[config.mk]
export PLATFORM = sky130hd
export DESIGN_NAME = mem_port_arbiter
export DESIGN_NICKNAME = d
export VERILOG_FILES = /design/src/rtl/mem_port_arbiter.sv
export SDC_FILE = /design/constraint.sdc
export NUM_CORES = 1
export LEC_CHECK = 0
export ABC_AREA = 0
export BUFFER_PORTS_ARGS = -buffer_cell sky130_fd_sc_hd__buf_4
export CORE_AREA = 2 2 95 97
export DETAILED_ROUTE_END_ITERATION = 8
export DIE_AREA = 0 0 97 99
export SLEW_MARGIN = 25
export SYNTH_ARGS = -nofsm -noshare
export SYNTH_HDL_FRONTEND = slang
export SYNTH_SLANG_ARGS = --single-unit
[constraint.sdc]
create_clock -name clk -period 3.5 [get_ports clk]
set_clock_uncertainty 0.05 [all_clocks]
set_input_delay 0.525 -clock clk [delete_from_list [all_inputs] [get_ports clk]]
set_output_delay 0.525 -clock clk [all_outputs]
set_load 0.005 [all_outputs]
[src/rtl/mem_port_arbiter.sv]
// Arbitrates LDQ loads and SDQ store commits onto a single D-cache port and
// tracks outstanding loads so in-order responses are routed back to the LDQ.
module mem_port_arbiter #(
   parameter int unsigned LDQ_ENTRIES  = 16,
   parameter int unsigned SDQ_ENTRIES  = 8,
   parameter int unsigned STARVE_LIMIT = 4,
   parameter int unsigned HIGH_WATER   = SDQ_ENTRIES - 2,
   parameter int unsigned LOW_WATER    = 2,
   parameter int unsigned OUTST_DEPTH  = 2
) (
   input  logic                             clk,
   input  logic                             rst,
   input  logic                             ld_vld,
   input  logic [$clog2(LDQ_ENTRIES)-1:0]   ld_ldq_idx,
   input  logic [31:0]                      ld_addr,
   output logic                             ld_rdy,
   input  logic                             st_vld,
   input  logic [31:0]                      st_addr,
   input  logic [31:0]                      st_data,
   output logic                             st_rdy,
   input  logic [$clog2(SDQ_ENTRIES):0]     sdq_count,
   input  logic                             flush,
   output logic                             dc_req_vld,
   output logic                             dc_req_we,
   output logic [31:0]                      dc_req_addr,
   output logic [31:0]                      dc_req_wdata,
   input  logic                             dc_req_rdy,
   input  logic                             dc_resp_vld,
   input  logic [31:0]                      dc_resp_data,
   output logic                             ld_resp_vld,
   output logic [$clog2(LDQ_ENTRIES)-1:0]   ld_resp_ldq_idx,
   output logic [31:0]                      ld_resp_data
);

   localparam int unsigned LIDX_W = $clog2(LDQ_ENTRIES);
   localparam int unsigned SDQ_CW = $clog2(SDQ_ENTRIES) + 1;
   localparam int unsigned PTR_W  = (OUTST_DEPTH > 1) ? $clog2(OUTST_DEPTH) : 1;
   localparam int unsigned CNT_W  = $clog2(OUTST_DEPTH + 1);
   localparam int unsigned ST_W   = $clog2(STARVE_LIMIT + 1);

   localparam logic [SDQ_CW-1:0] LP_HIGH   = SDQ_CW'(HIGH_WATER);
   localparam logic [SDQ_CW-1:0] LP_LOW    = SDQ_CW'(LOW_WATER);
   localparam logic [CNT_W-1:0]  LP_DEPTH  = CNT_W'(OUTST_DEPTH);
   localparam logic [PTR_W-1:0]  LP_LAST   = PTR_W'(OUTST_DEPTH - 1);
   localparam logic [ST_W-1:0]   LP_STARVE = ST_W'(STARVE_LIMIT);

   typedef enum logic {
      LOAD_PRI,
      STORE_DRAIN
   } mode_t;

   mode_t              r_mode;
   mode_t              w_mode_nxt;
   logic [ST_W-1:0]    r_starve;
   logic               w_ld_elig;
   logic               w_ld_gnt;
   logic               w_st_gnt;
   logic               w_push;
   logic               w_pop;

   logic [LIDX_W-1:0]      r_idx [OUTST_DEPTH];
   logic [OUTST_DEPTH-1:0] r_killed;
   logic [PTR_W-1:0]       r_wr;
   logic [PTR_W-1:0]       r_rd;
   logic [CNT_W-1:0]       r_count;

   function automatic logic [PTR_W-1:0] f_inc(input logic [PTR_W-1:0] p);
      return (p == LP_LAST) ? '0 : p + PTR_W'(1);
   endfunction

   // Mode FSM: state register
   always_ff @(posedge clk) begin
      if (rst) r_mode <= LOAD_PRI;
      else     r_mode <= w_mode_nxt;
   end

   // Mode FSM: next state
   always_comb begin
      w_mode_nxt = r_mode;
      case (r_mode)
         LOAD_PRI:    if (sdq_count >= LP_HIGH || r_starve == LP_STARVE) w_mode_nxt = STORE_DRAIN;
         STORE_DRAIN: if (!st_vld || sdq_count <= LP_LOW)                 w_mode_nxt = LOAD_PRI;
         default:     w_mode_nxt = LOAD_PRI;
      endcase
   end

   assign w_ld_elig = ld_vld && (r_count < LP_DEPTH) && !flush;

   // Mode FSM: grant outputs
   always_comb begin
      w_ld_gnt = 1'b0;
      w_st_gnt = 1'b0;
      if (!rst) begin
         case (r_mode)
            LOAD_PRI: begin
               if (w_ld_elig)   w_ld_gnt = 1'b1;
               else if (st_vld) w_st_gnt = 1'b1;
            end
            STORE_DRAIN: begin
               if (st_vld)         w_st_gnt = 1'b1;
               else if (w_ld_elig) w_ld_gnt = 1'b1;
            end
            default: ;
         endcase
      end
   end

   assign dc_req_vld   = w_ld_gnt | w_st_gnt;
   assign dc_req_we    = w_st_gnt;
   assign dc_req_addr  = w_st_gnt ? st_addr : (w_ld_gnt ? ld_addr : '0);
   assign dc_req_wdata = w_st_gnt ? st_data : '0;
   assign ld_rdy       = w_ld_gnt && dc_req_rdy;
   assign st_rdy       = w_st_gnt && dc_req_rdy;

   always_ff @(posedge clk) begin
      if (rst)                   r_starve <= '0;
      else if (!st_vld || st_rdy) r_starve <= '0;
      else if (r_starve != LP_STARVE) r_starve <= r_starve + ST_W'(1);
   end

   assign w_push = ld_rdy;
   assign w_pop  = dc_resp_vld && (r_count != '0);

   always_ff @(posedge clk) begin
      if (w_push) r_idx[r_wr] <= ld_ldq_idx;
   end

   // Flush marks every slot killed; empty slots are harmless since a push
   // (never in a flush cycle) rewrites its killed bit to 0.
   always_ff @(posedge clk) begin
      if (rst) begin
         r_killed <= '0;
         r_wr     <= '0;
         r_rd     <= '0;
         r_count  <= '0;
      end else begin
         if (flush) r_killed <= '1;
         if (w_push) begin
            r_killed[r_wr] <= 1'b0;
            r_wr           <= f_inc(r_wr);
         end
         if (w_pop) r_rd <= f_inc(r_rd);
         case ({w_push, w_pop})
            2'b10:   r_count <= r_count + CNT_W'(1);
            2'b01:   r_count <= r_count - CNT_W'(1);
            default: r_count <= r_count;
         endcase
      end
   end

   assign ld_resp_vld     = w_pop && !r_killed[r_rd] && !flush && !rst;
   assign ld_resp_ldq_idx = r_idx[r_rd];
   assign ld_resp_data    = dc_resp_data;

endmodule

==> impl_metrics.py <==
metrics = {
    "synth": {
        "synthTopCellsByCount": "and2_1 (35), buf_4 (34), a22o_1 (32), dfxtp_1 (11), edfxtp_1 (8)",
        "synth_xor_area_share_pct": 2.09,
        "synth.cell_area_sq_mm": 0.00168,
        "synth.area.mux_share_pct": 3.95,
        "syn_nets": 328,
        "ys_ff_latch": 19,
        "yosysTopAreaCell": "a22o_1",
        "synth-simple-area-share_pct": 19.3,
        "ys_async_sr_fraction_pct": 0,
        "yosysWarnings": 0,
        "synth_most_common_cell": "and2_1",
        "synth_area_leaders": "a22o_1 (17%), buf_4 (15%), edfxtp_1 (14%), dfxtp_1 (13%), and2_1 (13%)",
        "synth_seq_area_share_pct": 27.4,
        "netlist.area_leader.share_pct": 16.7,
        "synth_flop_cell": "dfxtp_1",
        "synth_compound_area_share_pct": 23.0,
        "synth_fa_ha_area_share_pct": 2.24,
        "synth_top_family_by_area": "compound AO/OA/AOI/OAI gates",
        "synth_edf_count": 8,
        "synthDistinctLibCells": 32,
        "syn_inst": 182,
        "avgSynthCellArea_sq_um": 9.23,
    },
    "drt": {
        "ant_nets": 0,
        "drtIter0Drc": 42,
        "route.detailed.drc": 0,
        "drtPass1Iterations": 4,
        "routed_via_density": 4.35,
        "vias": 1892,
        "routedWlPerCell_um": 14.6,
        "wirelength_um": 6350,
    },
    "setup_path": {
        "r2r_end": "r_count[1]",
        "critPathKind": "in -> out",
        "crit_end": "dc_req_addr[26]",
        "ff2ff_setup_slack_ps": 1380,
        "slowest_delay_ps": 550,
        "required_ps": 2920,
        "critPathLaunch": "rst",
        "crit_top_cell": "buf_4",
        "cp_slowest_cell": "a21oi_4",
        "end_kind": "output port",
        "crit_path_cell_trace": "buf_4 > nand2b_1 > a21oi_4 > buf_12 > a22o_1 > buf_4",
        "timing.rr.start": "r_count[1]",
        "worstPathArrival_ps": 1980,
        "r2r_cells": 5,
        "critPathTopFamily": "compound AO/OA/AOI/OAI gates",
        "startpoint_type": "input pin",
        "path_buf_inv": 3,
        "cp.depth": 6,
        "cp_max_fo": 42,
    },
    "global_route": {
        "grt_pass1_wl_um": 9640,
        "antenna_found_initial": 0,
        "grt.total_usage_pct": 12.3,
        "grt_pass1_vias": 1938,
        "grt_max_degree": 43,
        "overflow": 0,
    },
    "floorplanning": {
        "num_rows": 34,
        "initial_core_util_pct": 19.6,
        "num_io_pins": 248,
        "die_area_sq_mm": 0.00960,
        "die_h_um": 99,
        "coreArea_sq_mm": 0.00855,
        "dieWidth_um": 97,
    },
    "run_status": {
        "status": "finished, final reports clean",
    },
    "timing": {
        "period_share_pct": 72.9,
        "setup_slack_ps": 949,
        "rsz0062_at_grt": "no",
        "hold_violations": 0,
        "slew_headroom_pct": 54.5,
        "clock.fmax_mhz": 392,
        "tns_ps": 0,
        "finalMaxSlewViolations": 0,
        "setup_violations": 0,
        "tightest_slew_ps": 681,
        "timing.final.crit_period_ps": 2550,
    },
    "finish": {
        "fillers": 883,
        "seq_area_sq_um": 460,
        "syn2layout_area_growth_pct": 74.2,
        "multi_input_area_sq_um": 857,
        "layout-drive-gt1-share_pct": 61.5,
        "insertedDiodeCount": 0,
        "nets": 474,
    },
    "clock_network": {
        "cts_hold_buf": 0,
        "cts_root_buf": "clkbuf_8",
        "numCtsBuffers": 3,
        "cts_tree": "yes",
        "clkSlewWorstSetupHoldPaths_ps": 70,
        "clockBufferDepth": 2,
        "postCtsSetupBuffers": 0,
        "post_cts_resized": 0,
        "cts_max_level": 1,
        "insertion_delay_ps": 250,
        "cts.sinks": 19,
    },
    "worst_hold_path": {
        "worst_hold_path_type": "in -> reg",
    },
    "place": {
        "gp_congestion": 0.787,
        "dp_slack_ps": 917,
        "dp_hpwl_um": 5460,
        "port_buffers": 183,
    },
    "flow_run": {
        "maxCapViolCount": 0,
    },
    "pwr": {
        "power.leakage_nw": 1.49,
        "ir_drop_uv": 126,
        "power_density_mw_per_mm2": 224,
    },
}
## state kept, by name, summed over array words and instances (netlist names), named ones only
signal	flops
r_idx	8
r_starve	3
r_count	2
r_killed	2
r_mode	1
r_rd	1
r_wr	1
## per-layer routing
metal / routed length [um] / global-route usage (%)
met5: 0 / 0
met4: 40 / 2.71
met3: 635 / 3.76
met2: 3120 / 20.2
met1: 2550 / 16.0
## cell families after synthesis
kind of cell,count (synthesis)
simple gates,54
buf+inv,50
compound gates,46
flops,19
mux,6
xor+xnor,4
fa+ha+maj,3
## worst min path at each step
stage                     slack, ps  cells after the start     startpoint     endpoint
after floorplan                 410                      2    r_killed[1]  r_killed[1]
after global placement          420                      2    r_killed[1]  r_killed[1]
after detailed placement        430                      2    r_killed[1]  r_killed[1]
after CTS                       400                      1  ld_ldq_idx[1]  r_idx[0][1]
after global routing            390                      1  ld_ldq_idx[1]  r_idx[0][1]
final                           410                      1  ld_ldq_idx[1]  r_idx[0][1]
## cells in the final DEF, fill, tap and decap left out, types with 5 or more instances in the layout
cell type and instances:
buf_4 184, and2_1 35, a22o_1 32, dfxtp_1 11
edfxtp_1 8, nor2_1 7, inv_1 6, mux2_2 5
## final cells by class
cell class	instances	area share, %
Sequential cell	19	15.7
Inverter	6	0.770
Clock inverter	1	0.257
Multi-Input combinational cell	113	29.3
Timing Repair Buffer	185	47.9
Tap cell	108	4.62
Clock buffer	3	1.41
## power by group
group | internal (mW) | switching (mW) | leakage, nW
clock network | 0.0800 | 0.0714 | 0.0217
registers | 0.240 | 0.00754 | 0.162
logic | 0.169 | 0.0865 | 1.31
total | 0.489 | 0.165 | 1.49
## per-stage QoR
stage | hold slack, ps | instance area, sq um | utilization [%] | std cells | power (mW)
floorplan | 409 | 1680 | - | 182 | 0.371
global placement | 424 | 2880 | 33.6 | 431 | 0.507
detailed placement | 430 | 2880 | 33.6 | 431 | 0.511
CTS | 395 | 2930 | 34.2 | 435 | 0.665
global route | 392 | 2930 | 34.2 | 435 | 0.695
finish | 406 | 2930 | 34.2 | 435 | 0.654
Power figures use the tool's default switching activity.
